===== src/rtl/cpu_pkg.sv =====
// Shared constants for the 5-stage CPU pipeline: default datapath width,
// the NOP encoding used for bubbles, and the sequential PC increment.
package cpu_pkg;

  localparam int          WIDTH_DEF     = 32;
  localparam logic [31:0] NOP_INSTR_DEF = 32'h0000_0000;  // sll $0,$0,0
  localparam int          PC_STEP       = 4;

endpackage


===== src/rtl/if_id_reg_sat_counter.sv =====
// Saturating up-counter with synchronous active-high clear; clear beats increment,
// and the count sticks at all-ones instead of wrapping.
module sat_counter
  import cpu_pkg::*;
#(
  parameter int CNT_W = 32
) (
  input  logic             clk_i,
  input  logic             clr_i,
  input  logic             inc_i,
  output logic [CNT_W-1:0] cnt_o
);

  logic [CNT_W-1:0] cnt_q;
  logic [CNT_W-1:0] cnt_d;

  always_comb begin
    cnt_d = cnt_q;
    if (inc_i && (cnt_q != {CNT_W{1'b1}})) begin
      cnt_d = cnt_q + CNT_W'(1);
    end
  end

  always_ff @(posedge clk_i) begin
    if (clr_i) begin
      cnt_q <= '0;
    end else begin
      cnt_q <= cnt_d;
    end
  end

  assign cnt_o = cnt_q;

endmodule


===== src/rtl/if_id_reg.sv =====
// IF/ID pipeline register with stall (hold), flush (NOP bubble) and run-enable freeze.
// Optional stall/flush performance counters are built only when IFID_PERF_CNT_EN is defined.
module if_id_reg
  import cpu_pkg::*;
#(
  parameter int               WIDTH     = WIDTH_DEF,
  parameter logic [WIDTH-1:0] NOP_INSTR = NOP_INSTR_DEF,
  parameter int               CNT_W     = 32
) (
  input  logic             clk_i,
  input  logic             rst_i,
  input  logic             start_i,
  input  logic             IFIDWrite_i,
  input  logic             flush_i,
  input  logic [WIDTH-1:0] pc_i,
  input  logic [WIDTH-1:0] instr_i,
  output logic [WIDTH-1:0] pc_o,
  output logic [WIDTH-1:0] pc_plus4_o,
  output logic [WIDTH-1:0] instr_o,
  output logic             valid_o,
  output logic [CNT_W-1:0] stall_cnt_o,
  output logic [CNT_W-1:0] flush_cnt_o
);

  logic [WIDTH-1:0] pc_q,       pc_d;
  logic [WIDTH-1:0] pc_plus4_q, pc_plus4_d;
  logic [WIDTH-1:0] instr_q,    instr_d;
  logic             valid_q,    valid_d;

  // Priority below reset: flush squashes, then stall holds, then start gates capture.
  always_comb begin
    pc_d       = pc_q;
    pc_plus4_d = pc_plus4_q;
    instr_d    = instr_q;
    valid_d    = valid_q;
    if (flush_i) begin
      pc_d       = '0;
      pc_plus4_d = '0;
      instr_d    = NOP_INSTR;
      valid_d    = 1'b0;
    end else if (IFIDWrite_i && start_i) begin
      pc_d       = pc_i;
      pc_plus4_d = pc_i + WIDTH'(PC_STEP);
      instr_d    = instr_i;
      valid_d    = 1'b1;
    end
  end

  always_ff @(posedge clk_i) begin
    if (rst_i) begin
      pc_q       <= '0;
      pc_plus4_q <= '0;
      instr_q    <= NOP_INSTR;
      valid_q    <= 1'b0;
    end else begin
      pc_q       <= pc_d;
      pc_plus4_q <= pc_plus4_d;
      instr_q    <= instr_d;
      valid_q    <= valid_d;
    end
  end

  assign pc_o       = pc_q;
  assign pc_plus4_o = pc_plus4_q;
  assign instr_o    = instr_q;
  assign valid_o    = valid_q;

`ifdef IFID_PERF_CNT_EN
  logic stall_inc;
  logic flush_inc;

  // A stall cycle is one where the CPU is running but the hazard unit blocks the write.
  assign stall_inc = !flush_i && start_i && !IFIDWrite_i;
  assign flush_inc = flush_i;

  sat_counter #(.CNT_W(CNT_W)) u_stall_cnt (
    .clk_i (clk_i),
    .clr_i (rst_i),
    .inc_i (stall_inc),
    .cnt_o (stall_cnt_o)
  );

  sat_counter #(.CNT_W(CNT_W)) u_flush_cnt (
    .clk_i (clk_i),
    .clr_i (rst_i),
    .inc_i (flush_inc),
    .cnt_o (flush_cnt_o)
  );
`else
  assign stall_cnt_o = '0;
  assign flush_cnt_o = '0;
`endif

endmodule


===== config.mk =====
export PLATFORM = sky130hd
export DESIGN_NAME = if_id_reg
export DESIGN_NICKNAME = d
export VERILOG_FILES = /design/src/rtl/cpu_pkg.sv /design/src/rtl/if_id_reg_sat_counter.sv /design/src/rtl/if_id_reg.sv
export SDC_FILE = /design/constraint.sdc
export NUM_CORES = 1
export LEC_CHECK = 0
export CELL_PAD_IN_SITES_DETAIL_PLACEMENT = 0
export CELL_PAD_IN_SITES_GLOBAL_PLACEMENT = 2
export CORE_AREA = 10 10 163 165
export DETAILED_ROUTE_END_ITERATION = 16
export DIE_AREA = 0 0 173 175
export PLACE_DENSITY_LB_ADDON = 0.15
export SLEW_MARGIN = 5
export SYNTH_ARGS = -nofsm -noshare
export SYNTH_HDL_FRONTEND = slang
export SYNTH_SLANG_ARGS = --single-unit

===== constraint.sdc =====
create_clock -name clk_i -period 2 [get_ports clk_i]
set_input_delay 0.4 -clock clk_i [delete_from_list [all_inputs] [get_ports clk_i]]
set_output_delay 0.4 -clock clk_i [all_outputs]
set_load 0.03 [all_outputs]

==> impl_metrics.csv <==
group,metric,value,unit
status,status,"finished, final reports clean",
critical_path,path_max_fanout,3,
synthesis,synth_top_cell_by_area,"dfxtp_1",
cells_and_area,syn_to_final_growth,60.2,%
clocking,cts_tree,"built",
critical_path,rrSetupSlack,1.28,ns
floorplanning,start_util,18.7,%
global_routing,grt_pass1_vias,4533,
critical_path,cp_top_family,"simple AND/OR/NAND/NOR gates",
synthesis,avgSynthCellArea,7.83,sq um
synthesis,netlist_instances,554,
synthesis,ys.flop_type,"dfxtp_1",
global_routing,antenna_found_initial,0,
synthesis,synth_top_area_share,43.8,%
floorplanning,dieArea,0.0303,sq mm
job,maxCapViolCount,0,
placement,dp.cells,1069,
route,dr.pass1.iters,4,
critical_path,cp-startpoint,"pc_i[4]",
route,vias,4358,
pwr,ir_worst_vdd,0.000352,V
critical_path,critPathMaxStageDelay,0.48,ns
critical_path,critPathArrivalTime,2.20,ns
route,viasPerCell,4.00,
sta,post-route-min-period,1.91,ns
min_path,hold_start,"pc_o[5]$_SDFFE_PP0P_",
synthesis,syn_area,0.00434,sq mm
min_path,worstHoldEndpoint,"pc_o[5]$_SDFFE_PP0P_",
route,wire_per_inst,16.2,microns
route,wl,17.7,mm
synthesis,synth_cell_types,38,
global_routing,grt_use_total,11.5,%
critical_path,cp-end-kind,"flip-flop",
synthesis,synth-edff-count,0,
critical_path,worstPathRequired,2.28,ns
clocking,path_clk_slew,0.08,ns
synthesis,async_flop_share,0,%
critical_path,path_cells,"clkdlybuf4s50_1 > nand4_1 > or4_4 > or4_4 > a31oi_1",
min_path,hold_depth,2,
floorplanning,die_x,173,microns
route,drc,0,
global_routing,overflow,0,
clocking,ctsHoldBuffers,0,
floorplanning,die_height,175,microns
min_path,holdCritPathClass,"flip-flop to flip-flop",
critical_path,critPathSlowestCell,"clkdlybuf4s50_1",
critical_path,r2r-end,"pc_plus4_o[27]$_SDFFE_PP0P_",
synthesis,synth_common_cells,"141 x nand2_1, 95 x dfxtp_1, 71 x a21oi_1",
clocking,cts_sinks,95,
clocking,cts_made_buffers,9,
global_routing,grt_max_degree,34,
cells_and_area,num_antenna_cells,0,
critical_path,reg2reg_depth,2,
sta,clock.fmax,523,MHz
critical_path,path_buf_inv,1,
critical_path,worstSetupPathType,"input port to flip-flop",
route,first_iter_violations,209,
cells_and_area,drive_gt1_share,13.1,%
pwr,leakage,2.64,nW
route,postRouteAntennaNets,0,
clocking,cts-root-buf,"clkbuf_16",
placement,dp_hpwl,13.8,mm
sta,slew_violations,0,
floorplanning,ios,230,
cells_and_area,final_cells,1089,
floorplanning,core-area,0.0233,sq mm
pwr,total_power,0.00462,W
sta,min_period_over_period,95.7,%
critical_path,startpoint_type,"input port",
placement,globalplace.congestion,0.764,
sta,rsz0062_at_grt,"no",
critical_path,worst_r2r_startpoint,"pc_plus4_o[27]$_SDFFE_PP0P_",
synthesis,synth_area_leaders,"dfxtp_1 44%, nand2_1 12%, buf_4 11%",
clocking,clk-insertion-delay-late,0.34,ns
floorplanning,rows,56,
synthesis,yosysWarnings,0,
placement,io_buffers,165,
pwr,power_density,664,mW/mm^2
sta,finClkSkew,0,ns
cells_and_area,nets,835,
critical_path,path_common_cell,"or4_4",
clocking,clk_path_buf_depth,2,
global_routing,grt_pass1_wl,27.5,mm
synthesis,ys_ff_latch,95,
synthesis,yosysSeqAreaShare,43.8,%
clocking,cts_max_level,3,
synthesis,yosysMostFrequentCell,"nand2_1",
sta,setup_viol,0,
sta,hold_viol_final,0,
[layout by cell type (no fill, tap or decap), types with 4 or more instances in the layout]
master	instances
nand4_1	9
nand3_1	9
nor2_1	19
buf_4	70
and4_1	5
xor2_1	6
a211oi_1	7
nor3_1	9
a21oi_1	71
nand2_1	140
conb_1	64
a31oi_1	7
or4_1	5
o21ai_0	23
clkbuf_16	9
dlymetal6s2s_1	12
and3_1	4
dfxtp_1	95
xnor2_1	6
clkdlybuf4s50_1	150
a311oi_1	4
o31ai_1	6
nor4_1	6
[worst reg2reg max path, cell delays in order, from the launching register on]
cell	delay, ns
dfxtp_1	0.35
o21ai_0	0.10
nor3b_1	0.20
[through the flow]
stage | setup TNS, ns | hold WS, ns | utilization (%) | setup WS (ns) | cell area (sq um)
final | 0 | 0.455 | 29.9 | 0.0866 | 6950
after global routing | 0 | 0.472 | 29.9 | 0.0266 | 6950
after CTS | 0 | 0.456 | 29.6 | 0.00492 | 6880
after detailed placement | -5.41 | 0.446 | 28.2 | -0.484 | 6560
after global placement | -5.08 | 0.442 | 28.2 | -0.524 | 6560
after floorplan | 0 | 0.536 | - | 0.0479 | 4580
[where the power goes]
group          switching (W)  total, W  internal, W
Sequential         0.0000265   0.00197      0.00194
Combinational       0.000535  0.000861     0.000326
Clock               0.000812   0.00179     0.000979
[how the worst max path moves through the flow]
stage	depth (start not counted)	end	slack, ns
3_5_place_dp	6	pc_plus4_o[29]$_SDFFE_PP0P_	-0.48
5_1_grt	5	pc_plus4_o[31]$_SDFFE_PP0P_	0.03
4_1_cts	5	pc_plus4_o[31]$_SDFFE_PP0P_	0.005
3_3_place_gp	6	pc_plus4_o[29]$_SDFFE_PP0P_	-0.52
6_report	5	pc_plus4_o[31]$_SDFFE_PP0P_	0.09
2_1_floorplan	6	pc_plus4_o[31]$_SDFFE_PP0P_	0.05
[sequential cells by signal, indices dropped and copies added, names as in the netlist]
signal	count
pc_o	32
valid_o	1
instr_o	32
pc_plus4_o	30
[layer usage]
metal | wire (microns) | vias up | share of wire, % | track usage (%)
met5 | 0 | - | 0 | 0
met4 | 151 | 0 | 0.85 | 2.59
met2 | 8090 | 169 | 46 | 18.6
li1 | - | 2186 | - | -
met3 | 1300 | 10 | 7.4 | 4.18
met1 | 8150 | 1993 | 46 | 14.3
[what timing repair did]
item | in CTS | in global routing
gates cloned | 0 | 0
pin swaps | 4 | 6
setup endpoints to repair | 4 | 8
resized for setup | 7 | 15
setup buffers | 0 | 4
[logic make-up (layout without fill, tap and decap cells)]
logic type	Yosys count	count (layout)	synth area share (%)
adder cells (fa/ha/maj)	1	1	0.288
XOR/XNOR	12	12	2.42
flip-flops	95	95	43.8
AND/OR/NAND/NOR	220	220	22.9
AO/OA/AOI/OAI	122	122	15.8
buffers and inverters	103	256	14.7
other	1	64	0.0864
[cell type report]
class	count	area, sq um
Clock inverter	6	68.8
Fill cell	2511	16300
Clock buffer	10	229
Tap cell	319	399
Timing Repair Buffer	238	2260
Inverter	2	7.51
Sequential cell	95	1900
Multi-Input combinational cell	419	2080
Note: power is estimated with default switching activity, not from simulation.
==> RTL edit 1, RTL diff (same flow settings) <==
The parameter `CNT_W` goes from 32 to 16.
--- a/src/rtl/if_id_reg.sv
+++ b/src/rtl/if_id_reg.sv
@@ -5,7 +5,7 @@
 #(
   parameter int               WIDTH     = WIDTH_DEF,
   parameter logic [WIDTH-1:0] NOP_INSTR = NOP_INSTR_DEF,
-  parameter int               CNT_W     = 32
+  parameter int               CNT_W     = 16
 ) (
   input  logic             clk_i,
   input  logic             rst_i,
Interface: changed (resized flush_cnt_o and stall_cnt_o); port bits go from 230 to 198. No check against the original RTL was run, so the function may have changed too.
==> RTL edit 1 against the original RTL <==
Critical path depth grew 1. Sequential cell count is the same. Area after synthesis shrank 5.5%. Routed wire length shrank 2.0%. Core utilization shrank 0.50 points. Cell area shrank 1.7%. First-iteration DRC count grew 0.96%. Worst setup slack lost 0.031 ns. Total power shrank 0.86%. Global-route usage shrank 0.31 points. Maximum frequency shrank 1.6%. Critical path type unchanged. Critical endpoint is now pc_plus4_o[29]. Largest cell class unchanged. Largest power group unchanged.
==> RTL edit 1: results (changes against the original RTL) <==
| Metric | Value |
|---|---|
| F_max | `514.4 MHz (-1.6%)` |
| Bufs on Longest Clock Path | `2 (unchanged)` |
| Setup crit end | `pc_plus4_o[29]` |
| Share of cells above drive strength 1 | `0.1323 (+0.001164)` |
| Via count | `4242 (-2.7%)` |
| Net Sw Frac | `0.2829 (-0.01461)` |
| Vias in the first global route | `4415 (-2.6%)` |
| Comb power frac | `0.171 (-0.015)` |
| Worst R2R Setup Slack | `1.26 ns (-0.02 ns)` |
| Max H-tree Level | `3 (unchanged)` |
| Most frequent cells after synthesis | `nand2_1 (141), dfxtp_1 (95), a21oi_1 (71)` |
| Largest net degree at the start of global routing | `35 (+2.9%)` |
| Slowest stage delay, CP | `0.52 ns (+0.04 ns)` |
| Critical path arrival | `2.23 ns (+0.03 ns)` |
| Worst IR Drop VDD | `0.3320 mV (-5.7%)` |
| Worst hold start | `instr_o[16]` |
| Clock slew at reported path FFs | `0.07 ns` |
| Hold path depth | `2 (unchanged)` |
| Pleak | `2.515 nW (-4.8%)` |
| Hold path endpoint | `instr_o[16]` |
| GRT Util Overall | `0.1119 (-0.003058)` |
| Final wirelength | `17340 um (-2.0%)` |
| Post-layout nets | `798 (-4.4%)` |
| Crit path launch | `pc_i[3]` |
| Global-route wire length before repair | `26480 um (-3.6%)` |
| Setup bufs post-CTS | `0 (unchanged)` |
| Sequential area share after synthesis | `0.4638 (+0.02567)` |
| Reg2Reg Depth | `2 (unchanged)` |
| Clock group | `0.00183 W (+2%)` |
| Place WS | `-0.4478 ns (+0.03642 ns)` |
| Initial DRC count | `211 (+0.96%)` |
| Status | `finished, final reports clean` |
| Largest cells by area after synthesis | `dfxtp_1 (46%), nand2_1 (13%), a21oi_1 (8.7%)` |
| Crit path max-delay cell type | `clkdlybuf4s50_1` |
| Final setup skew | `0 ns (unchanged)` |
| Cts repair resizes | `1 (-6)` |
| DPL Wire Length | `13520 um (-2.1%)` |
| PortBufs | `165 (unchanged)` |
| Routability Congestion | `0.7678 (+0.51%)` |
RTL edit 1: cell count changes after synthesis, sizes merged:
cell / delta
buf: -32
RTL edit 1: per-stage QoR:
step / hold WS (ns) / area (um^2) / setup TNS (ns) / power (W) / instances
final: 0.4527 / 6837 / 0 / 0.004579 / 1053
after global routing: 0.4709 / 6834 / 0 / 0.004805 / 1052
after CTS: 0.4569 / 6769 / -0.05630 / 0.004682 / 1052
after detailed placement: 0.4462 / 6459 / -5.825 / 0.002801 / 1036
after global placement: 0.4419 / 6459 / -5.429 / 0.002801 / 1036
after floorplan: 0.5360 / 4219 / 0 / 0.002412 / 553
RTL edit 1: cell type report:
class                      count  area (um^2)
sequential                    95         1902
clock inverter                 6        67.56
clock buffer                  10        239.0
timing repair buffer         233         2257
multi-input combinational    387         1962
tap                          319        399.1
fill                        2519        16430
inverter                       2        7.507
antenna                        1        2.502
RTL edit 1: cells by family (layout without fill, tap and decap cells):
| group | Yosys count | in the layout | share of synthesized area |
|---|---|---|---|
| xor gates and xnor gates | 12 | 12 | 0.02563 |
| DFF | 95 | 95 | 0.4638 |
| adders and majority gates | 1 | 1 | 0.003051 |
| other | 1 | 33 | 0.0009146 |
| AOI/OAI and AO/OA | 122 | 122 | 0.1672 |
| buffers and inverters | 71 | 251 | 0.09673 |
| and+or+nand+nor | 220 | 220 | 0.2426 |
RTL edit 1: layer usage:
metal,track usage,vias up,part of all wire
li1,-,2135,-
met1,0.1442,1959,0.48
met2,0.1750,134,0.45
met3,0.03492,14,0.060
met4,0.03342,0,0.014
met5,0,-,0
RTL edit 1: critical path: cells and delay by family:
| kind | cells | cell delay [ns] |
|---|---|---|
| AOI/OAI and AO/OA | 1 | 0.32 |
| and+or+nand+nor | 3 | 0.86 |
| buffers and inverters | 2 | 0.66 |
==> RTL edit 2, RTL diff (config.mk and constraints unchanged) <==
Made on the original files. Reset style: asynchronous (`rst_i`), changed in one clocked block.
--- a/src/rtl/if_id_reg.sv
+++ b/src/rtl/if_id_reg.sv
@@ -46,7 +46,7 @@
     end
   end
 
-  always_ff @(posedge clk_i) begin
+  always_ff @(posedge clk_i or posedge rst_i) begin
     if (rst_i) begin
       pc_q       <= '0;
       pc_plus4_q <= '0;
Behaviour: differs if rst_i is asserted again (counterexample within 4 cycles, from zero or initial values and one cycle with rst_i high); with rst_i held inactive, the same outputs for 10 cycles.
==> RTL edit 2 against the original RTL <==
Critical path depth up 2. Worst setup slack better by 0.052 ns. Sequential cell count unchanged. Total power up 3.9%. Register-to-register slack about the same. Routed wire length down 6.6%. Via count down 17%. Area after synthesis up 2.4%. Clock skew unchanged. Cell area down 0.43%.
==> RTL edit 2: results (changes against the original RTL) <==
| Metric | Value |
|---|---|
| Via count | `3609 (-17%)` |
| Setup bufs post-CTS | `0 (unchanged)` |
| RR Endpoint | `pc_o[8]` |
| Max Fanout on Critical Path | `5 (+2)` |
| Worst hold start | `pc_o[14]` |
| Total power | `0.004798 W (+3.9%)` |
| Worst hold margin | `0.4837 ns (+0.02855 ns)` |
| Crit path launch | `pc_i[3]` |
| TritonRoute pass-1 iters | `4 (unchanged)` |
| Post-synth top flop | `dfrtp_1` |
| Global-route wire length before repair | `25590 um (-6.8%)` |
| Number of fill cells | `2459 (-2.1%)` |
| Initial antenna violation count | `0 (unchanged)` |
| Share of cells above drive strength 1 | `0.1205 (-0.01071)` |
| Hold path endpoint | `pc_o[14]` |
| Tmin final | `1.862 ns (-0.05182 ns)` |
| Clk Tree Root Cell | `clkbuf_16` |
| Clk pwr share | `0.347 (-0.041)` |
| Final wirelength | `16520 um (-6.6%)` |
| Worst IR Drop VDD | `0.3651 mV (+3.7%)` |
| Placed instance area | `0.006623 mm^2 (+0.93%)` |
| Initial DRC count | `221 (+5.7%)` |
| Switching power | `0.001485 W (+8.1%)` |
| Most frequent cells after synthesis | `dfrtp_1 (95), buf_4 (66), a22o_1 (61)` |
| GRT Util Overall | `0.1077 (-0.007219)` |
| Delay-heaviest family, CP | `simple AND/OR/NAND/NOR gates` |
| Largest net degree at the start of global routing | `50 (+47%)` |
| Critical path arrival | `2.09 ns (-0.11 ns)` |
| Largest cells by area after synthesis | `dfrtp_1 (53%), a22o_1 (12%), buf_4 (11%)` |
| Avg WL per Cell | `17.86 um (+10%)` |
| Sequential area share after synthesis | `0.5348 (+0.09659)` |
| Slowest stage delay, CP | `0.51 ns (+0.03 ns)` |
| Status | `finished, final reports clean` |
| Setup crit end | `pc_plus4_o[25]` |
| Place WS | `-0.2921 ns (+0.1921 ns)` |
| Synthesized area per cell | `11.06 um^2 (+41%)` |
| Yosys cell types | `29 (-24%)` |
| Pleak | `2.980 nW (+13%)` |
| Latest clock arrival within the worst-skew pair | `0.34 ns (about the same)` |
| CTS Buf Count | `9 (unchanged)` |
| Post-layout nets | `671 (-20%)` |
| DPL Wire Length | `12290 um (-11%)` |
| Async set-or-reset flop fraction in the synthesized netlist | `1.000 (+1.000)` |
| Reg2Reg Depth | `1 (-1)` |
| RR Startpoint | `pc_o[8]` |
| Comb power frac | `0.223 (+0.037)` |
| Placed Cells | `909 (-15%)` |
| Cts repair resizes | `0 (-7)` |
| Vias in the first global route | `3925 (-13%)` |
| Worst R2R Setup Slack | `1.28 ns (about the same)` |
| Routability Congestion | `0.7159 (-6.3%)` |
## RTL edit 2: logic make-up (layout without fill, tap and decap cells)
logic type | Yosys count | after routing | share of synthesized area
adder cells (fa/ha/maj) | 1 | 1 | 0.002814
flip-flops | 95 | 95 | 0.5348
other | 1 | 64 | 0.0008435
buffers and inverters | 91 | 232 | 0.1343
XOR/XNOR | 28 | 28 | 0.05517
AO/OA/AOI/OAI | 96 | 96 | 0.1596
AND/OR/NAND/NOR | 90 | 90 | 0.1126
## RTL edit 2: layer usage
metal,share of wire,vias up,GRT usage
li1,-,1684,-
met1,0.49,1763,0.1430
met2,0.44,146,0.1640
met3,0.058,16,0.03535
met4,0.013,0,0.02911
met5,0,-,0
## RTL edit 2: final cells by class
type                    instances  area, um^2  area share
clock buffers                  12       246.5     0.03560
clock inverters                 4       31.28    0.004518
inverters                       5       22.52    0.003253
multi-input cells             279        1749      0.2527
flip-flops and latches         95        2377      0.3434
well taps                     319       399.1     0.05765
repair buffers                211        2097      0.3029
